File: src/rtl/cache_pkg.sv
// ============================================================================
// Module      : cache_pkg
// Description : Shared definitions for the data cache and its refill /
//               write-through controller: FSM state encoding, tag width
//               and address slicing helpers.
// Revision    : 1.0 - initial release
// ============================================================================
`default_nettype none

package cache_pkg;

  // Index width of the default cache geometry (2**N word lines).
  localparam int CACHE_ADDRESS_WIDTH = 3;

  // Remaining upper address bits after the index and the byte offset.
  localparam int TAG_WIDTH = 32 - CACHE_ADDRESS_WIDTH - 2;

  typedef enum logic [2:0] {
    ST_IDLE    = 3'd0,
    ST_RD_REQ  = 3'd1,
    ST_FILL    = 3'd2,
    ST_WR_REQ  = 3'd3,
    ST_WR_DONE = 3'd4
  } refill_state_t;

  // Line index of a byte address (word lines, so the byte offset is skipped).
  function automatic logic [CACHE_ADDRESS_WIDTH-1:0] get_index(input logic [31:0] addr);
    return addr[CACHE_ADDRESS_WIDTH+1:2];
  endfunction

  // Tag of a byte address.
  function automatic logic [TAG_WIDTH-1:0] get_tag(input logic [31:0] addr);
    return addr[31:CACHE_ADDRESS_WIDTH+2];
  endfunction

endpackage

`default_nettype wire

File: src/rtl/cache_refill_ctrl.sv
// ============================================================================
// Module      : cache_refill_ctrl
// Description : Load-miss refill and store write-through controller for the
//               direct-mapped data cache. Stalls the pipeline while memory
//               is busy, drives the cache fill port and counts load misses
//               with a saturating counter.
// Ports       : clk, rst_n                      - clock, sync active-low reset
//               cpu_re/cpu_we/cpu_addr/cpu_wdata - MEM-stage access
//               hit                              - cache lookup result
//               stall, cpu_rdata                 - pipeline control / load data
//               fill_en/fill_addr/fill_data      - cache line write port
//               mem_req/mem_we/mem_addr/mem_wdata/mem_ack/mem_rdata
//                                                - memory handshake
//               miss_count                       - saturating load-miss count
// Revision    : 1.0 - initial release
// ============================================================================
`default_nettype none

module cache_refill_ctrl
  import cache_pkg::*;
#(
  parameter int ADDRESS_WIDTH = 3,
  parameter int DATA_WIDTH    = 32
) (
  input  logic                  clk,
  input  logic                  rst_n,
  input  logic                  cpu_re,
  input  logic                  cpu_we,
  input  logic [31:0]           cpu_addr,
  input  logic [DATA_WIDTH-1:0] cpu_wdata,
  input  logic                  hit,
  output logic                  stall,
  output logic [DATA_WIDTH-1:0] cpu_rdata,
  output logic                  fill_en,
  output logic [31:0]           fill_addr,
  output logic [DATA_WIDTH-1:0] fill_data,
  output logic                  mem_req,
  output logic                  mem_we,
  output logic [31:0]           mem_addr,
  output logic [DATA_WIDTH-1:0] mem_wdata,
  input  logic                  mem_ack,
  input  logic [DATA_WIDTH-1:0] mem_rdata,
  output logic [31:0]           miss_count
);

  localparam int C_TAG_W = 32 - ADDRESS_WIDTH - 2;

  refill_state_t           r_state;
  refill_state_t           w_state_next;
  logic [C_TAG_W-1:0]      r_tag;
  logic [ADDRESS_WIDTH-1:0] r_index;
  logic [DATA_WIDTH-1:0]   r_wdata;
  logic [DATA_WIDTH-1:0]   r_rdata;
  logic [31:0]             r_miss_count;

  logic w_store;
  logic w_miss;
  logic w_unused_byte_offset;

  // Stores win over loads; a load only matters when it misses.
  assign w_store = cpu_we;
  assign w_miss  = ~cpu_we & cpu_re & ~hit;

  // Byte offset is meaningless for word lines.
  assign w_unused_byte_offset = ^cpu_addr[1:0];

  // --------------------------------------------------------------------------
  // State, address/data latch and miss counter
  // --------------------------------------------------------------------------
  always_ff @(posedge clk) begin
    if (!rst_n) begin
      r_state      <= ST_IDLE;
      r_tag        <= '0;
      r_index      <= '0;
      r_wdata      <= '0;
      r_rdata      <= '0;
      r_miss_count <= '0;
    end else begin
      r_state <= w_state_next;
      if (r_state == ST_IDLE) begin
        if (w_store) begin
          r_tag   <= cpu_addr[31:ADDRESS_WIDTH+2];
          r_index <= cpu_addr[ADDRESS_WIDTH+1:2];
          r_wdata <= cpu_wdata;
        end else if (w_miss) begin
          r_tag   <= cpu_addr[31:ADDRESS_WIDTH+2];
          r_index <= cpu_addr[ADDRESS_WIDTH+1:2];
          if (r_miss_count != 32'hFFFF_FFFF) begin
            r_miss_count <= r_miss_count + 32'd1;
          end
        end
      end
      // Read data is captured in the ack cycle; it stays put afterwards so
      // cpu_rdata keeps the last refill word.
      if ((r_state == ST_RD_REQ) && mem_ack) begin
        r_rdata <= mem_rdata;
      end
    end
  end

  // --------------------------------------------------------------------------
  // Next state and outputs
  // --------------------------------------------------------------------------
  always_comb begin
    w_state_next = r_state;
    stall        = 1'b0;
    mem_req      = 1'b0;
    mem_we       = 1'b0;
    fill_en      = 1'b0;
    fill_data    = r_wdata;

    case (r_state)
      ST_IDLE: begin
        stall = w_store | w_miss;
        if (w_store) begin
          w_state_next = ST_WR_REQ;
        end else if (w_miss) begin
          w_state_next = ST_RD_REQ;
        end
      end
      ST_RD_REQ: begin
        stall   = 1'b1;
        mem_req = 1'b1;
        if (mem_ack) begin
          w_state_next = ST_FILL;
        end
      end
      ST_FILL: begin
        fill_en      = 1'b1;
        fill_data    = r_rdata;
        w_state_next = ST_IDLE;
      end
      ST_WR_REQ: begin
        stall   = 1'b1;
        mem_req = 1'b1;
        mem_we  = 1'b1;
        if (mem_ack) begin
          w_state_next = ST_WR_DONE;
        end
      end
      ST_WR_DONE: begin
        // Write-allocate: the line is written whether or not it hit.
        fill_en      = 1'b1;
        w_state_next = ST_IDLE;
      end
      default: begin
        w_state_next = ST_IDLE;
      end
    endcase
  end

  // Address and data come straight from the latches, so they are stable for
  // the whole request regardless of what the pipeline does meanwhile.
  assign fill_addr  = {r_tag, r_index, 2'b00};
  assign mem_addr   = {r_tag, r_index, 2'b00};
  assign mem_wdata  = r_wdata;
  assign cpu_rdata  = r_rdata;
  assign miss_count = r_miss_count;

endmodule

`default_nettype wire

File: config.mk
export PLATFORM = sky130hd
export DESIGN_NAME = cache_refill_ctrl
export DESIGN_NICKNAME = d
export VERILOG_FILES = /design/src/rtl/cache_pkg.sv /design/src/rtl/cache_refill_ctrl.sv
export SDC_FILE = /design/constraint.sdc
export NUM_CORES = 1
export LEC_CHECK = 0
export ABC_AREA = 0
export CORE_UTILIZATION = 43
export CTS_BUF_LIST = sky130_fd_sc_hd__clkbuf_16
export DETAILED_ROUTE_END_ITERATION = 6
export PLACE_DENSITY = 0.87
export SLEW_MARGIN = 20
export SYNTH_ARGS = -nofsm -noshare
export SYNTH_HDL_FRONTEND = slang
export SYNTH_SLANG_ARGS = --single-unit
File: constraint.sdc
create_clock -name clk -period 3.39 [get_ports clk]
set_input_delay 0.678 -clock clk [delete_from_list [all_inputs] [get_ports clk]]
set_output_delay 0.678 -clock clk [all_outputs]
set_load 0.01 [all_outputs]
# Word level (Yosys, flattened, before mapping)
# Index checks and enable logic that the tools add are counted.
# totals
register_bits	129
latch_bits	0
ram_bits	0
romBits	0
mem_count	0
# classes
n_addsub	1
multipliers	0
n_div	0
order_cmp	0
eq_ne	8
shift	0
muxes	14
n_bitwise	5
reduce_logical	9
# op_table
op	n
two-way mux 27 bit	2
adder 32 x 1 -> 32 bit, second input constant	1
two-way mux 32 bit	1
!= test 32 bit, second input constant	1
two-way mux 3 bit	6
one-hot mux 3 bit (3 select lines)	1
equality test 3 x 2 -> 1 bit, second input constant	2
!= test 2 bit, second input constant	2
AND reduction 2 bit	2
AND reduction 4 bit	1
OR reduction 2 bit	2
equality test 3 x 1 -> 1 bit, second input constant	1
equality test 3 bit, second input constant	1
logical NOT 3 bit	1
two-way mux 1 bit	3
!= test 3 bit, second input constant	1
AND reduction 3 bit	1
AND 1 bit	2
inverter 1 bit	2
one-hot mux 1 bit (2 select lines)	1
nonzero test 2 bit	1
logical AND 1 bit	1
bitwise OR 1 bit	1

# Depth between registers and ports, before layout
# Gate-level depths: netlist of the first run.
# logic_depth
ltp_word	6
ltp_mapped	7
mapped_depth_nobuf	5

# Worst setup path after synthesis of the first run
# Ideal clock, no wire load.
# synth_path
path_kind	flip-flop to output port
startpoint	register r_state[1]
endpoint	output port fill_data[10]
t_arrival_ps	1602
t_required_ps	2712
setup_slack_ps	1110
path_stages_with_launch	5
n_path_buf	2
path_cell_list	dfxtp_1 > buf_6 > nor3b_1 > clkbuf_1 > mux2_2
# synth_via
elab_chain_cells	2
# synth_lines
item	line_no	rtl
from (decl)	cache_refill_ctrl.sv:48	refill_state_t r_state;
from (signal assigned)	cache_refill_ctrl.sv:79	r_state <= w_state_next;
equality test 3 x 2 -> 1 bit	cache_refill_ctrl.sv:112	case (r_state)
two-way mux 32 bit	cache_refill_ctrl.sv:112	
to (decl)	cache_refill_ctrl.sv:36	output logic [DATA_WIDTH-1:0] fill_data,
# Every way passes these cells.

# Worst setup path after layout of the first run
# layout_path
startpoint	register r_state[1]
endpoint	output port fill_data[9]
# Same word-level chain as after synthesis.

==> run summary, run 1 <==
Final min period -> 3.123 ns
Net count, final -> 1050
DRT Pass-1 Iters -> 5
TritonCTS Buffers -> 17
Die Span Y -> 116.1 um
number of remaining DRC errors -> 0
WL/cell -> 16.21 um
clk_skew -> 0.008803 ns
worst setup margin -> 0.2667 ns
setup violators final -> 0
outcome -> finished clean
Die X -> 116.1 um
CP max FO -> 32
pin count of the biggest net entering global routing -> 55
Top Ports -> 298
static leakage -> 3.163 nW
buffers added on ports -> 291
register area share after synthesis -> 0.4610
unrepaired setup endpoints after global routing -> no
initial antenna violation count -> 0
area of the core -> 12670 um^2
Synth-to-Final Area Change -> 59.48%
Tcrit/Tclk final -> 0.9213
slew at the pin closest to its max-slew limit -> 0.7575 ns
HPWL after DPL -> 12850 um
CP Buf/Inv Count -> 2
Placed Cells -> 1100
Final Hold Viols -> 0
Critical Path Max Stage Delay -> 0.52 ns
CTS max path bufs -> 2
Max rail drop VDD -> 379.5 uV
clock net sink count -> 129
CTS-repair resized insts -> 0
Yosys reg bits -> 129
gpl congestion -> 0.8184
post-layout instance area -> 8934 um^2
Via Count -> 5800
Placed Area -> 8413 um^2
hold_buf cts -> 0
CTS tree -> yes
CP max stage cell -> clkdlybuf4s50_1
synthesized instance count -> 699
Slew Limit Fails -> 0
root cell of the clock tree -> clkbuf_16
Final Non-Filler Cells -> 1132
vias in the first global route -> 5442
Clock Latency Late Sink -> 0.41 ns
initial drt markers -> 438
layout cell share with drive strength beyond 1 -> 0.07917
max cap viols -> 0
Main synth FF type -> dfxtp_1
die area -> 13490 um^2
FP Rows -> 41
Power Density -> 450.9 nW/um^2
Slew Limit Headroom -> 0.4919
worst path required time -> 2.71 ns
Post-DRT Antenna Nets -> 0
Core Util, Final -> 0.7050
H-tree levels -> 4
mean post-synth cell area -> 8.014 um^2
Yosys Warn Count -> 0
Tot GR Track Use -> 0.2652
maximum operating frequency -> 320.2 MHz
ant diodes -> 0
final WL -> 18350 um
CP cell instances -> nor3b_2 -> buf_4 -> mux2_2 -> clkdlybuf4s50_1
total gr overflow -> 0
setup bufs post-CTS -> 0
share of flip-flops with an asynchronous set or reset -> 0
Unique masters post-synth -> 45
clock-pin slew on the worst setup and hold paths -> 0.05 ns
setup tns final -> 0 ns
Worst Setup Start Kind -> register
delay-heaviest family, CP -> buffers and inverters
CP Data Arrival Time -> 2.45 ns
synthesized area -> 5602 um^2
Worst Hold Class -> register to register
endpoint type of the worst setup path -> output pin
number of enable flip-flop cells after synthesis -> 0
CP Class -> register to output pin
Initial Util -> 0.4421
Place WS -> 0.3877 ns
global-route wire length before repair -> 27380 um
via-per-instance ratio -> 5.124
synthesized netlist by cell type, types with 3 or more instances:
master | instances | area [um^2]
nand2b_1 | 3 | 18.77
and3_1 | 4 | 25.02
nand3_1 | 15 | 75.07
mux2_2 | 32 | 360.4
a21oi_1 | 119 | 595.6
o31ai_1 | 4 | 30.03
nand4_1 | 6 | 37.54
nor3_1 | 3 | 15.01
dfxtp_1 | 129 | 2582
and2_1 | 4 | 25.02
xnor2_1 | 3 | 26.28
o21ai_0 | 19 | 95.09
buf_4 | 34 | 255.2
nand2_1 | 206 | 773.2
or3_1 | 21 | 131.4
inv_1 | 6 | 22.52
buf_2 | 4 | 20.02
nor2_1 | 11 | 41.29
o21ai_1 | 4 | 20.02
or4_1 | 6 | 45.04
clkbuf_1 | 36 | 135.1
placed cells by master, fill, tap and decap left out, types with 2 or more instances in the layout:
master / netlist / layout
clkdlybuf4s50_1: 0 / 291
nand2_1: 206 / 206
dfxtp_1: 129 / 129
a21oi_1: 119 / 119
mux2_2: 32 / 32
or3_1: 21 / 21
o21ai_0: 19 / 19
clkbuf_16: 0 / 17
nand3_1: 15 / 15
inv_1: 6 / 11
buf_4: 34 / 11
nor2_1: 11 / 10
nand4_1: 6 / 6
or4_1: 6 / 6
clkinv_2: 0 / 5
clkinv_1: 0 / 5
and2_1: 4 / 4
and3_1: 4 / 4
conb_1: 1 / 4
nand2b_1: 3 / 3
nor3_1: 3 / 3
xnor2_1: 3 / 3
o31ai_1: 4 / 3
o21ai_1: 4 / 3
nor3b_2: 0 / 2
and4_1: 2 / 2
nor4_1: 2 / 2
o211ai_1: 2 / 2
mux2i_1: 2 / 2
power breakdown:
group / internal, mW / leakage (nW) / switching (mW)
Sequential: 1.60 / 1.05 / 0.0704
Clock: 0.973 / 0.274 / 0.625
Combinational: 0.426 / 1.84 / 0.339
Total: 2.99 / 3.16 / 1.03
layout make-up:
| class | count | area (um^2) |
|---|---|---|
| Clock buffer | 17 | 425.4 |
| Clock inverter | 15 | 87.58 |
| Fill cell | 1000 | 3737 |
| Inverter | 7 | 27.53 |
| Multi-Input combinational cell | 490 | 2600 |
| Sequential cell | 129 | 2582 |
| Tap cell | 172 | 215.2 |
| Timing Repair Buffer | 302 | 2995 |
per-stage QoR:
stage	hold WS, ns	total power, mW
global placement	0.4538	2.444
global route	0.4859	4.194
detailed placement	0.4607	2.458
CTS	0.4678	4.057
floorplan	0.4893	2.031
finish	0.4661	4.029
state kept, by name, indices dropped and copies added (netlist names):
| signal | cells |
|---|---|
| r_tag | 27 |
| mem_wdata | 32 |
| r_index | 3 |
| r_state | 3 |
| cpu_rdata | 32 |
| miss_count | 32 |
logic make-up after synthesis:
family                     Yosys count  share of synthesized area
DFF                                129                     0.4610
buffers and inverters               83                    0.08197
adders and majority gates            1                   0.002233
AOI/OAI and AO/OA                  154                     0.1452
xor gates and xnor gates             4                   0.006255
and+or+nand+nor                    293                     0.2348
muxes                               34                    0.06790
other                                1                  0.0006694
final timing paths:
path | from | to | depth (start not counted) | slack [ns]
worst min-delay path | r_tag[22] | r_tag[22] | 2 | 0.47
worst max register to register | miss_count[19] | miss_count[4] | 5 | 0.93
worst min register to register | r_tag[22] | r_tag[22] | 2 | 0.47
worst max-delay path | r_state[1] | fill_data[9] | 4 | 0.27
layer usage:
metal | vias to the layer above | wire (um) | GRT usage
met5 | - | 0 | 0
met4 | 0 | 384 | 0.1034
met3 | 30 | 1650 | 0.1053
met2 | 239 | 9323 | 0.4603
met1 | 2704 | 6986 | 0.2903
li1 | 2827 | - | -
tightest hold or removal path: stages (launching register included):
cell     delay (ns)
dfxtp_1        0.31
nand2_1        0.05
a21oi_1        0.05
No activity file was read; power rests on OpenSTA's default activity.
==> inputs of run 2 (changes only) <==
--- a/config.mk
+++ b/config.mk
@@ -10,6 +10,7 @@
 export CTS_BUF_LIST = sky130_fd_sc_hd__clkbuf_16
 export DETAILED_ROUTE_END_ITERATION = 6
 export PLACE_DENSITY = 0.87
+export REMOVE_ABC_BUFFERS = 1
 export SLEW_MARGIN = 20
 export SYNTH_ARGS = -nofsm -noshare
 export SYNTH_HDL_FRONTEND = slang
==> run 2 against run 1 <==
  * Power grew 2.1%
  * Clock skew shrank 0.0020 ns
  * Via count grew 0.74%
  * Critical endpoint is now fill_data[16]
  * Largest cell class unchanged
  * Largest power group is now the clock network
==> run summary, run 2 (synthesis gave the netlist of run 1 again) <==
area of the core -> 12670 um^2 (unchanged)
unrepaired setup endpoints after global routing -> no
static leakage -> 3.147 nW (-0.51%)
most frequent cells in the layout -> 291 x clkdlybuf4s50_1, 206 x nand2_1, 129 x dfxtp_1
Die Span Y -> 116.1 um (unchanged)
Pint -> 3.064 mW (+2.3%)
commonest non-fill, non-tap cell in the layout -> clkdlybuf4s50_1
number of fill cells -> 966 (-3.4%)
Worst Setup Start Kind -> register
Post-DRT Antenna Nets -> 0 (unchanged)
layout cell share with drive strength beyond 1 -> 0.07837 (-0.0007968)
Final Hold Viols -> 0 (unchanged)
maximum operating frequency -> 314.5 MHz (-1.8%)
switching share of total power -> 0.2550 (-0.001769)
CP Class -> register to output pin
initial antenna violation count -> 0 (unchanged)
gpl congestion -> 0.8329 (+1.8%)
WL/cell -> 16.46 um (+1.6%)
Top Ports -> 298 (unchanged)
Clock Power Share -> 0.408 (+0.012)
Initial Util -> 0.4421 (unchanged)
setup violators final -> 0 (unchanged)
Slew Limit Fails -> 0 (unchanged)
Via Count -> 5843 (+0.74%)
clk_skew -> 0.006853 ns (-0.001951 ns)
CP max FO -> 32 (unchanged)
hold_buf cts -> 0 (unchanged)
endpoint type of the worst setup path -> output pin
buffers added on ports -> 291 (unchanged)
vias in the first global route -> 5244 (-3.6%)
initial drt markers -> 548 (+25%)
Die X -> 116.1 um (unchanged)
CTS max path bufs -> 2 (unchanged)
Synth-to-Final Area Change -> 59.75%
Place WS -> 0.4255 ns (+0.03779 ns)
max cap viols -> 0 (unchanged)
clock-pin slew on the worst setup and hold paths -> 0.05 ns (about the same)
FP Rows -> 41 (unchanged)
CTS-repair resized insts -> 0 (unchanged)
TritonCTS Buffers -> 17 (unchanged)
ant diodes -> 0 (unchanged)
combinational share of power -> 0.188 (-0.002)
global-route wire length before repair -> 27180 um (-0.73%)
setup bufs post-CTS -> 0 (unchanged)
Worst Hold Class -> register to register
Total Power -> 4.113 mW (+2.1%)
Tot GR Track Use -> 0.2674 (+0.002208)
Net count, final -> 1050 (unchanged)
root cell of the clock tree -> clkbuf_16
CTS tree -> yes
worst setup margin -> 0.2100 ns (-0.05672 ns)
Seq pwr share -> 0.404 (-0.010)
outcome -> finished clean
DRT Pass-1 Iters -> 6 (+1)
Clock Latency Late Sink -> 0.42 ns (about the same)
Tcrit/Tclk final -> 0.9381 (+0.01673)
CP Data Arrival Time -> 2.50 ns (+0.05 ns)
number of remaining DRC errors -> 0 (unchanged)
Max rail drop VDD -> 303.1 uV (-20%)
Switch Pwr -> 1.049 mW (+1.4%)
worst path required time -> 2.71 ns (about the same)
Slew Limit Headroom -> 0.4897 (-0.002284)
Power Density -> 459.6 nW/um^2 (+1.9%)
final WL -> 18590 um (+1.3%)
slew at the pin closest to its max-slew limit -> 0.7609 ns (+0.003405 ns)
via-per-instance ratio -> 5.175 (+1.0%)
HPWL after DPL -> 12820 um (-0.21%)
Final min period -> 3.180 ns (+0.05672 ns)
pin count of the biggest net entering global routing -> 65 (+18%)
H-tree levels -> 4 (unchanged)
clock net sink count -> 129 (unchanged)
die area -> 13490 um^2 (unchanged)
total gr overflow -> 0 (unchanged)
==> run 2: power by group through the flow <==
stage | registers (mW) | clock network [mW] | logic [mW]
3_5_place_dp | 1.69 | 0 | 0.767
4_1_cts | 1.66 | 1.70 | 0.775
5_1_grt | 1.67 | 1.77 | 0.822
6_report | 1.66 | 1.68 | 0.772
3_3_place_gp | 1.69 | 0 | 0.759
2_1_floorplan | 1.73 | 0 | 0.240
==> run 2: area by class of cell <==
| cell class | instances | area [um^2] | area share |
|---|---|---|---|
| timing repair buffer | 302 | 2995 | 0.3347 |
| multi-input combinational | 490 | 2600 | 0.2905 |
| sequential | 129 | 2582 | 0.2886 |
| clock buffer | 17 | 425.4 | 0.04754 |
| tap | 172 | 215.2 | 0.02405 |
| clock inverter | 12 | 102.6 | 0.01147 |
| inverter | 7 | 27.53 | 0.003076 |
==> run 2: routing by layer <==
layer  share of wire  wire length [um]  global-route usage  up-vias
li1                -                 -                   -     2823
met1            0.39              7288              0.3211     2743
met2            0.51              9460              0.4595      248
met3           0.079              1462             0.07006       29
met4           0.020               374              0.1000        0
met5               0                 0                   0        -
==> run 2: per-stage QoR <==
step / setup TNS, ns / utilization / hold WS (ns) / std cells / cell area (um^2)
finish: 0 / 0.7062 / 0.4702 / 1129 / 8949
global route: 0 / 0.7062 / 0.4908 / 1129 / 8949
CTS: 0 / 0.7052 / 0.4702 / 1129 / 8936
detailed placement: 0 / 0.6636 / 0.4601 / 1100 / 8408
global placement: 0 / 0.6636 / 0.4518 / 1100 / 8408
floorplan: -20.54 / - / 0.4893 / 626 / 5180
==> run 2: worst max-delay path, stage by stage, from the launching register on <==
cell             delay [ns]
dfxtp_1                0.48
nor3b_2                0.21
buf_4                  0.45
mux2_2                 0.40
clkdlybuf4s50_1        0.52
==> run 2: path summary, 6_finish.rpt <==
check	from	end	cells after the start	slack [ns]
worst max register to register	miss_count[19]	miss_count[3]	5	1.00
worst min-delay path	cpu_rdata[15]	cpu_rdata[15]	2	0.47
worst max-delay path	r_state[1]	fill_data[16]	4	0.21
worst min register to register	cpu_rdata[15]	cpu_rdata[15]	2	0.47
